**config.mk**
```make
export PLATFORM = sky130hd
export DESIGN_NAME = cv32e40x_div_seq
export DESIGN_NICKNAME = d
export VERILOG_FILES = /design/src/rtl/cv32e40x_pkg.sv /design/src/rtl/cv32e40x_div_seq.sv
export SDC_FILE = /design/constraint.sdc
export NUM_CORES = 1
export LEC_CHECK = 0
export CAP_MARGIN = 30
export CORE_MARGIN = 4
export CORE_UTILIZATION = 50
export DETAILED_ROUTE_END_ITERATION = 7
export PLACE_DENSITY = 0.85
export SYNTH_ARGS = -nofsm -noshare
export SYNTH_HDL_FRONTEND = slang
export SYNTH_SLANG_ARGS = --single-unit
```
**constraint.sdc**
```tcl
create_clock -name clk -period 6.1 [get_ports clk]
set_input_delay 0.61 -clock clk [delete_from_list [all_inputs] [get_ports clk]]
set_output_delay 0.61 -clock clk [all_outputs]
set_load 0.03 [all_outputs]
```
**src/rtl/cv32e40x_pkg.sv**
```systemverilog
// Shared types for the sequential divider: opcode and FSM state encodings,
// plus small opcode-decode and two's-complement helpers.
package cv32e40x_pkg;

    typedef enum logic [1:0] {
        DIV_DIV  = 2'd0,
        DIV_DIVU = 2'd1,
        DIV_REM  = 2'd2,
        DIV_REMU = 2'd3
    } div_opcode_e;

    typedef enum logic [2:0] {
        DIV_IDLE    = 3'd0,
        DIV_CLZ     = 3'd1,
        DIV_SHIFT   = 3'd2,
        DIV_COMPUTE = 3'd3,
        DIV_FINISH  = 3'd4
    } div_state_e;

    function automatic logic op_is_signed(input div_opcode_e op);
        return (op == DIV_DIV) || (op == DIV_REM);
    endfunction

    function automatic logic op_is_div(input div_opcode_e op);
        return (op == DIV_DIV) || (op == DIV_DIVU);
    endfunction

    function automatic logic [31:0] negate32(input logic [31:0] v);
        return (~v) + 32'd1;
    endfunction

endpackage

```
**src/rtl/cv32e40x_div_seq.sv**
```systemverilog
// Iterative RV32M divider that borrows the ALU's leading-zero counter and
// funnel shifter to normalise the divisor before a restoring division loop.
module cv32e40x_div_seq
    import cv32e40x_pkg::*;
(
    input  logic        clk,
    input  logic        rst,
    input  logic        div_valid_i,
    output logic        div_ready_o,
    input  logic [1:0]  div_op_i,
    input  logic [31:0] op_a_i,
    input  logic [31:0] op_b_i,
    input  logic        kill_i,
    output logic [31:0] result_o,
    output logic        result_valid_o,
    input  logic        result_ready_i,
    output logic        alu_clz_en_o,
    output logic [31:0] alu_clz_data_o,
    input  logic [5:0]  alu_clz_result_i,
    output logic        alu_shift_en_o,
    output logic [5:0]  alu_shift_amt_o,
    output logic [31:0] alu_op_a_o,
    input  logic [31:0] alu_shifted_i
);

    div_state_e  state_q, state_d;
    div_opcode_e op_q, op_d;
    logic [31:0] a_q, a_d;
    logic [31:0] abs_b_q, abs_b_d;
    logic [31:0] rem_q, rem_d;
    logic [31:0] dsh_q, dsh_d;
    logic [31:0] quo_q, quo_d;
    logic [31:0] result_q, result_d;
    logic [4:0]  cnt_q, cnt_d;
    logic        q_neg_q, q_neg_d;
    logic        r_neg_q, r_neg_d;

    logic        accept_s;
    logic        sgn_s;
    logic [32:0] diff_s;
    logic        ge_s;
    logic [31:0] rem_nx_s;
    logic [31:0] quo_nx_s;
    logic        clz_en_s;
    logic        shift_en_s;

    assign div_ready_o    = (state_q == DIV_IDLE);
    assign accept_s       = div_valid_i & div_ready_o & ~kill_i;
    assign sgn_s          = op_is_signed(div_opcode_e'(div_op_i));
    assign result_o       = result_q;
    assign result_valid_o = (state_q == DIV_FINISH);

    // One restoring step: the borrow of the 33-bit subtract is the compare.
    assign diff_s   = {1'b0, rem_q} - {1'b0, dsh_q};
    assign ge_s     = ~diff_s[32];
    assign rem_nx_s = ge_s ? diff_s[31:0] : rem_q;
    assign quo_nx_s = {quo_q[30:0], ge_s};

    // ALU enables are gated by kill so a flush frees the ALU in the same cycle.
    assign alu_clz_en_o   = clz_en_s & ~kill_i;
    assign alu_shift_en_o = shift_en_s & ~kill_i;

    // Next-state, datapath updates and ALU-borrow outputs.
    always_comb begin
        state_d         = state_q;
        op_d            = op_q;
        a_d             = a_q;
        abs_b_d         = abs_b_q;
        rem_d           = rem_q;
        dsh_d           = dsh_q;
        quo_d           = quo_q;
        result_d        = result_q;
        cnt_d           = cnt_q;
        q_neg_d         = q_neg_q;
        r_neg_d         = r_neg_q;
        clz_en_s        = 1'b0;
        shift_en_s      = 1'b0;
        alu_clz_data_o  = 32'd0;
        alu_shift_amt_o = 6'd0;
        alu_op_a_o      = 32'd0;

        case (state_q)
            DIV_IDLE: begin
                if (accept_s) begin
                    op_d    = div_opcode_e'(div_op_i);
                    a_d     = op_a_i;
                    abs_b_d = (sgn_s && op_b_i[31]) ? negate32(op_b_i) : op_b_i;
                    rem_d   = (sgn_s && op_a_i[31]) ? negate32(op_a_i) : op_a_i;
                    q_neg_d = sgn_s & (op_a_i[31] ^ op_b_i[31]) & (op_b_i != 32'd0);
                    r_neg_d = sgn_s & op_a_i[31];
                    state_d = DIV_CLZ;
                end else begin
                    state_d = DIV_IDLE;
                end
            end
            DIV_CLZ: begin
                clz_en_s       = 1'b1;
                alu_clz_data_o = abs_b_q;
                if (alu_clz_result_i == 6'd32) begin
                    result_d = op_is_div(op_q) ? 32'hFFFF_FFFF : a_q;
                    state_d  = DIV_FINISH;
                end else begin
                    cnt_d    = alu_clz_result_i[4:0];
                    state_d  = DIV_SHIFT;
                end
            end
            DIV_SHIFT: begin
                shift_en_s      = 1'b1;
                alu_op_a_o      = abs_b_q;
                alu_shift_amt_o = {1'b0, cnt_q};
                dsh_d           = alu_shifted_i;
                quo_d           = 32'd0;
                state_d         = DIV_COMPUTE;
            end
            DIV_COMPUTE: begin
                rem_d = rem_nx_s;
                quo_d = quo_nx_s;
                dsh_d = dsh_q >> 1;
                cnt_d = cnt_q - 5'd1;
                if (cnt_q == 5'd0) begin
                    if (op_is_div(op_q)) begin
                        result_d = q_neg_q ? negate32(quo_nx_s) : quo_nx_s;
                    end else begin
                        result_d = r_neg_q ? negate32(rem_nx_s) : rem_nx_s;
                    end
                    state_d = DIV_FINISH;
                end else begin
                    state_d = DIV_COMPUTE;
                end
            end
            DIV_FINISH: begin
                if (result_ready_i) begin
                    state_d = DIV_IDLE;
                end else begin
                    state_d = DIV_FINISH;
                end
            end
            default: begin
                state_d = DIV_IDLE;
            end
        endcase

        if (kill_i) begin
            state_d = DIV_IDLE;
        end else begin
            state_d = state_d;
        end
    end

    // State and datapath registers with synchronous reset.
    always_ff @(posedge clk) begin
        if (rst) begin
            state_q  <= DIV_IDLE;
            op_q     <= DIV_DIV;
            a_q      <= 32'd0;
            abs_b_q  <= 32'd0;
            rem_q    <= 32'd0;
            dsh_q    <= 32'd0;
            quo_q    <= 32'd0;
            result_q <= 32'd0;
            cnt_q    <= 5'd0;
            q_neg_q  <= 1'b0;
            r_neg_q  <= 1'b0;
        end else begin
            state_q  <= state_d;
            op_q     <= op_d;
            a_q      <= a_d;
            abs_b_q  <= abs_b_d;
            rem_q    <= rem_d;
            dsh_q    <= dsh_d;
            quo_q    <= quo_d;
            result_q <= result_d;
            cnt_q    <= cnt_d;
            q_neg_q  <= q_neg_d;
            r_neg_q  <= r_neg_d;
        end
    end

endmodule

```
==> results.json <==
{
  "crit_slowest_cell": "or4b_2",
  "routabilityCongestion": 0.9626,
  "post-synth-top-count-cell": "nand2_1",
  "rr_worst_depth": 17,
  "synth.top_cells.by_area": "dfxtp_1, nand2_1, a21oi_1",
  "core_um2": 27780,
  "postCtsSetupBuffers": 0,
  "synth_common_cells": "nand2_1, dfxtp_1, nor2_1",
  "avgSynthCellArea_um2": 7.446,
  "r2r_slack_ps": 660,
  "diodes": 0,
  "start_kind": "flop",
  "die_h_um": 176.0,
  "synth.net_count": 2042,
  "synth_edf_count": 0,
  "grt_pass1_vias": 14750,
  "critical_path_class": "reg2reg",
  "die_area_um2": 30960,
  "fin_worst_skew_ps": 18.58,
  "worstPathCellList": "ha_1 -> a21oi_1 -> o21ai_1 -> o21ai_0 -> a211oi_2 -> or2_1 -> buf_4 -> o21ai_0 -> ha_1 -> or4b_2 -> nor3_1 -> buf_4 -> a32oi_1 -> nor4_1 -> a21oi_1 -> mux2i_1 -> a221o_1",
  "pre_cts_ws_ps": 817.7,
  "grt-ovfl-total": 0,
  "rsz0062_at_grt": "no",
  "utilization_pct": 62.07,
  "max_stage_delay_ps": 630,
  "grt_pass1_wl_um": 77570,
  "rr_startpoint": "rem_q[13]",
  "drv_cap": 0,
  "cp-end-kind": "flop",
  "dpl_cell_area_um2": 16380,
  "grt_usage_pct": 30.49,
  "dr.pass1.iters": 6,
  "finalSetupViolCount": 0,
  "drtIter0Drc": 1565,
  "cp_num_cells": 17,
  "path_clk_slew_ps": 60,
  "area_growth_pct": 22.27,
  "layout-drive-gt1-share_pct": 5.379,
  "hp-start": "result_o[2]",
  "path_max_fanout": 21,
  "path_buf_inv": 2,
  "cts_tree": "yes",
  "synth-async-reset-ratio_pct": 0,
  "tns_ps": 0,
  "post-route-period-util_pct": 89.22,
  "grt_max_degree": 100,
  "worstSetupStartpoint": "rem_q[13]",
  "clk_latency_ps": 540,
  "start_util_pct": 50.77,
  "clockRootBuffer": "clkbuf_16",
  "timing.slew.headroom_pct": 33.60,
  "yosysSeqAreaShare_pct": 28.67,
  "syn_inst": 1894,
  "dieWidth_um": 176.0,
  "regToRegEndpoint": "result_o[26]",
  "synth_top_area_cell": "dfxtp_1",
  "ys.flop_type": "dfxtp_1",
  "vias_per_cell": 6.253,
  "status": "finished clean",
  "fillers": 2456,
  "arrival_ps": 5860,
  "power.density_nw_per_um2": 252.8,
  "numCtsBuffers": 24,
  "drc_errors": 0,
  "cts_hold_buf": 0,
  "min_path_type": "reg2reg",
  "crit_family": "compound AO/OA/AOI/OAI gates",
  "synth_seq_cells": 202,
  "detail_route.wl_per_cell_um": 20.34,
  "period_needed_ps": 5442,
  "hpwlAfterDp_um": 36680,
  "stdcell_area_um2": 17240,
  "cts_sinks": 202,
  "timing.final.ws_setup_ps": 657.7,
  "slew_viol_final": 0,
  "ant_nets": 0,
  "port_buffers": 213,
  "cts_buffer_depth": 3,
  "final_hold_viol_count": 0,
  "leakage_nw": 6.160,
  "final_nets": 2176,
  "crit_end": "result_o[26]",
  "fmax_ghz": 0.1837,
  "yosysWarnings": 0,
  "syn_area_um2": 14100,
  "yosysTopAreaCellShare_pct": 28.67,
  "cts_max_level": 1,
  "post_cts_resized": 0,
  "num_vias": 15150,
  "num_io_pins": 215,
  "wl_um": 49290,
  "grt_antenna_before_repair": 0,
  "ys_types": 94,
  "peakVddDrop_mv": 0.2026,
  "required_ps": 6520,
  "tightest_slew_ps": 992.3,
  "rows": 61
}
routing by layer:
layer / routed length (um) / part of all wire (%) / vias up / track usage [%]
met1: 19800 / 40 / 7073 / 38.81
met2: 22290 / 45 / 821 / 49.61
li1: - / - / 7115 / -
met4: 2781 / 5.6 / 0 / 15.33
met3: 4425 / 9.0 / 142 / 5.760
met5: 0 / 0 / - / 0
worst reg2reg max path, delay by kind of cell, from the launching register on:
| family | cells | cell delay [ps] |
|---|---|---|
| AO/OA/AOI/OAI | 8 | 1830 |
| adder cells (fa/ha/maj) | 2 | 730 |
| buffers and inverters | 2 | 450 |
| flip-flops | 1 | 460 |
| multiplexers | 1 | 150 |
| AND/OR/NAND/NOR | 4 | 1690 |
state kept, by name, summed over array words and instances, names as in the netlist:
signal and count:
quo_q 31, abs_b_q 32, op_q 1, cnt_q 5, r_neg_q 1, rem_q 32, dsh_q 32, result_o 32
state_q 3, a_q 32, q_neg_q 1
report_power, final:
| group | total (mW) | leakage, nW | switching, mW | internal, mW |
|---|---|---|---|---|
| logic | 1.39 | 4.09 | 0.883 | 0.504 |
| clock network | 1.56 | 0.424 | 0.591 | 0.969 |
| registers | 1.41 | 1.64 | 0.0479 | 1.36 |
cell usage in the layout (no fill, tap or decap), types with 41 or more instances in the layout:
master / Yosys / routed
a211oi_1: 67 / 67
a21oi_1: 173 / 173
and2_1: 41 / 41
and3_1: 43 / 43
clkdlybuf4s50_1: 0 / 212
dfxtp_1: 202 / 201
inv_1: 52 / 52
mux2i_1: 44 / 44
nand2_1: 252 / 252
nand3_1: 55 / 55
nor2_1: 193 / 193
nor3_1: 45 / 45
o21ai_0: 86 / 86
xnor2_1: 56 / 56
xor2_1: 70 / 70
area by class of cell:
cell class	instances	area, um^2	area share [%]
Clock buffer	35	701.9	4.071
Clock inverter	8	165.2	0.9578
Inverter	53	198.9	1.154
Multi-Input combinational cell	1508	9325	54.08
Sequential cell	202	4048	23.47
Tap cell	378	473.0	2.743
Timing Repair Buffer	239	2332	13.52
worst min path at each step:
stage / cells past startpoint / slack (ps) / endpoint
2_1_floorplan: 2 / 430 / a_q[27]
3_3_place_gp: 2 / 440 / a_q[30]
3_5_place_dp: 2 / 450 / a_q[2]
4_1_cts: 2 / 450 / a_q[2]
5_1_grt: 2 / 470 / a_q[2]
6_report: 2 / 450 / result_o[2]
per-stage QoR:
stage / total power, mW / hold WS, ps / instances
3_5_place_dp: 2.779 / 445.0 / 2380
2_1_floorplan: 2.380 / 433.2 / 1894
6_report: 4.359 / 453.1 / 2423
5_1_grt: 4.543 / 472.2 / 2423
4_1_cts: 4.339 / 453.5 / 2423
3_3_place_gp: 2.768 / 439.5 / 2379
kinds of logic after synthesis:
logic type / count (synthesis) / share of synthesized area [%]
other cells: 1 / 0.02659
buf+inv: 184 / 5.287
compound gates: 559 / 26.89
mux: 45 / 3.203
flops: 202 / 28.67
fa+ha+maj: 39 / 3.513
xor+xnor: 126 / 7.825
simple gates: 738 / 24.58
(Power assumes the default switching activity.)
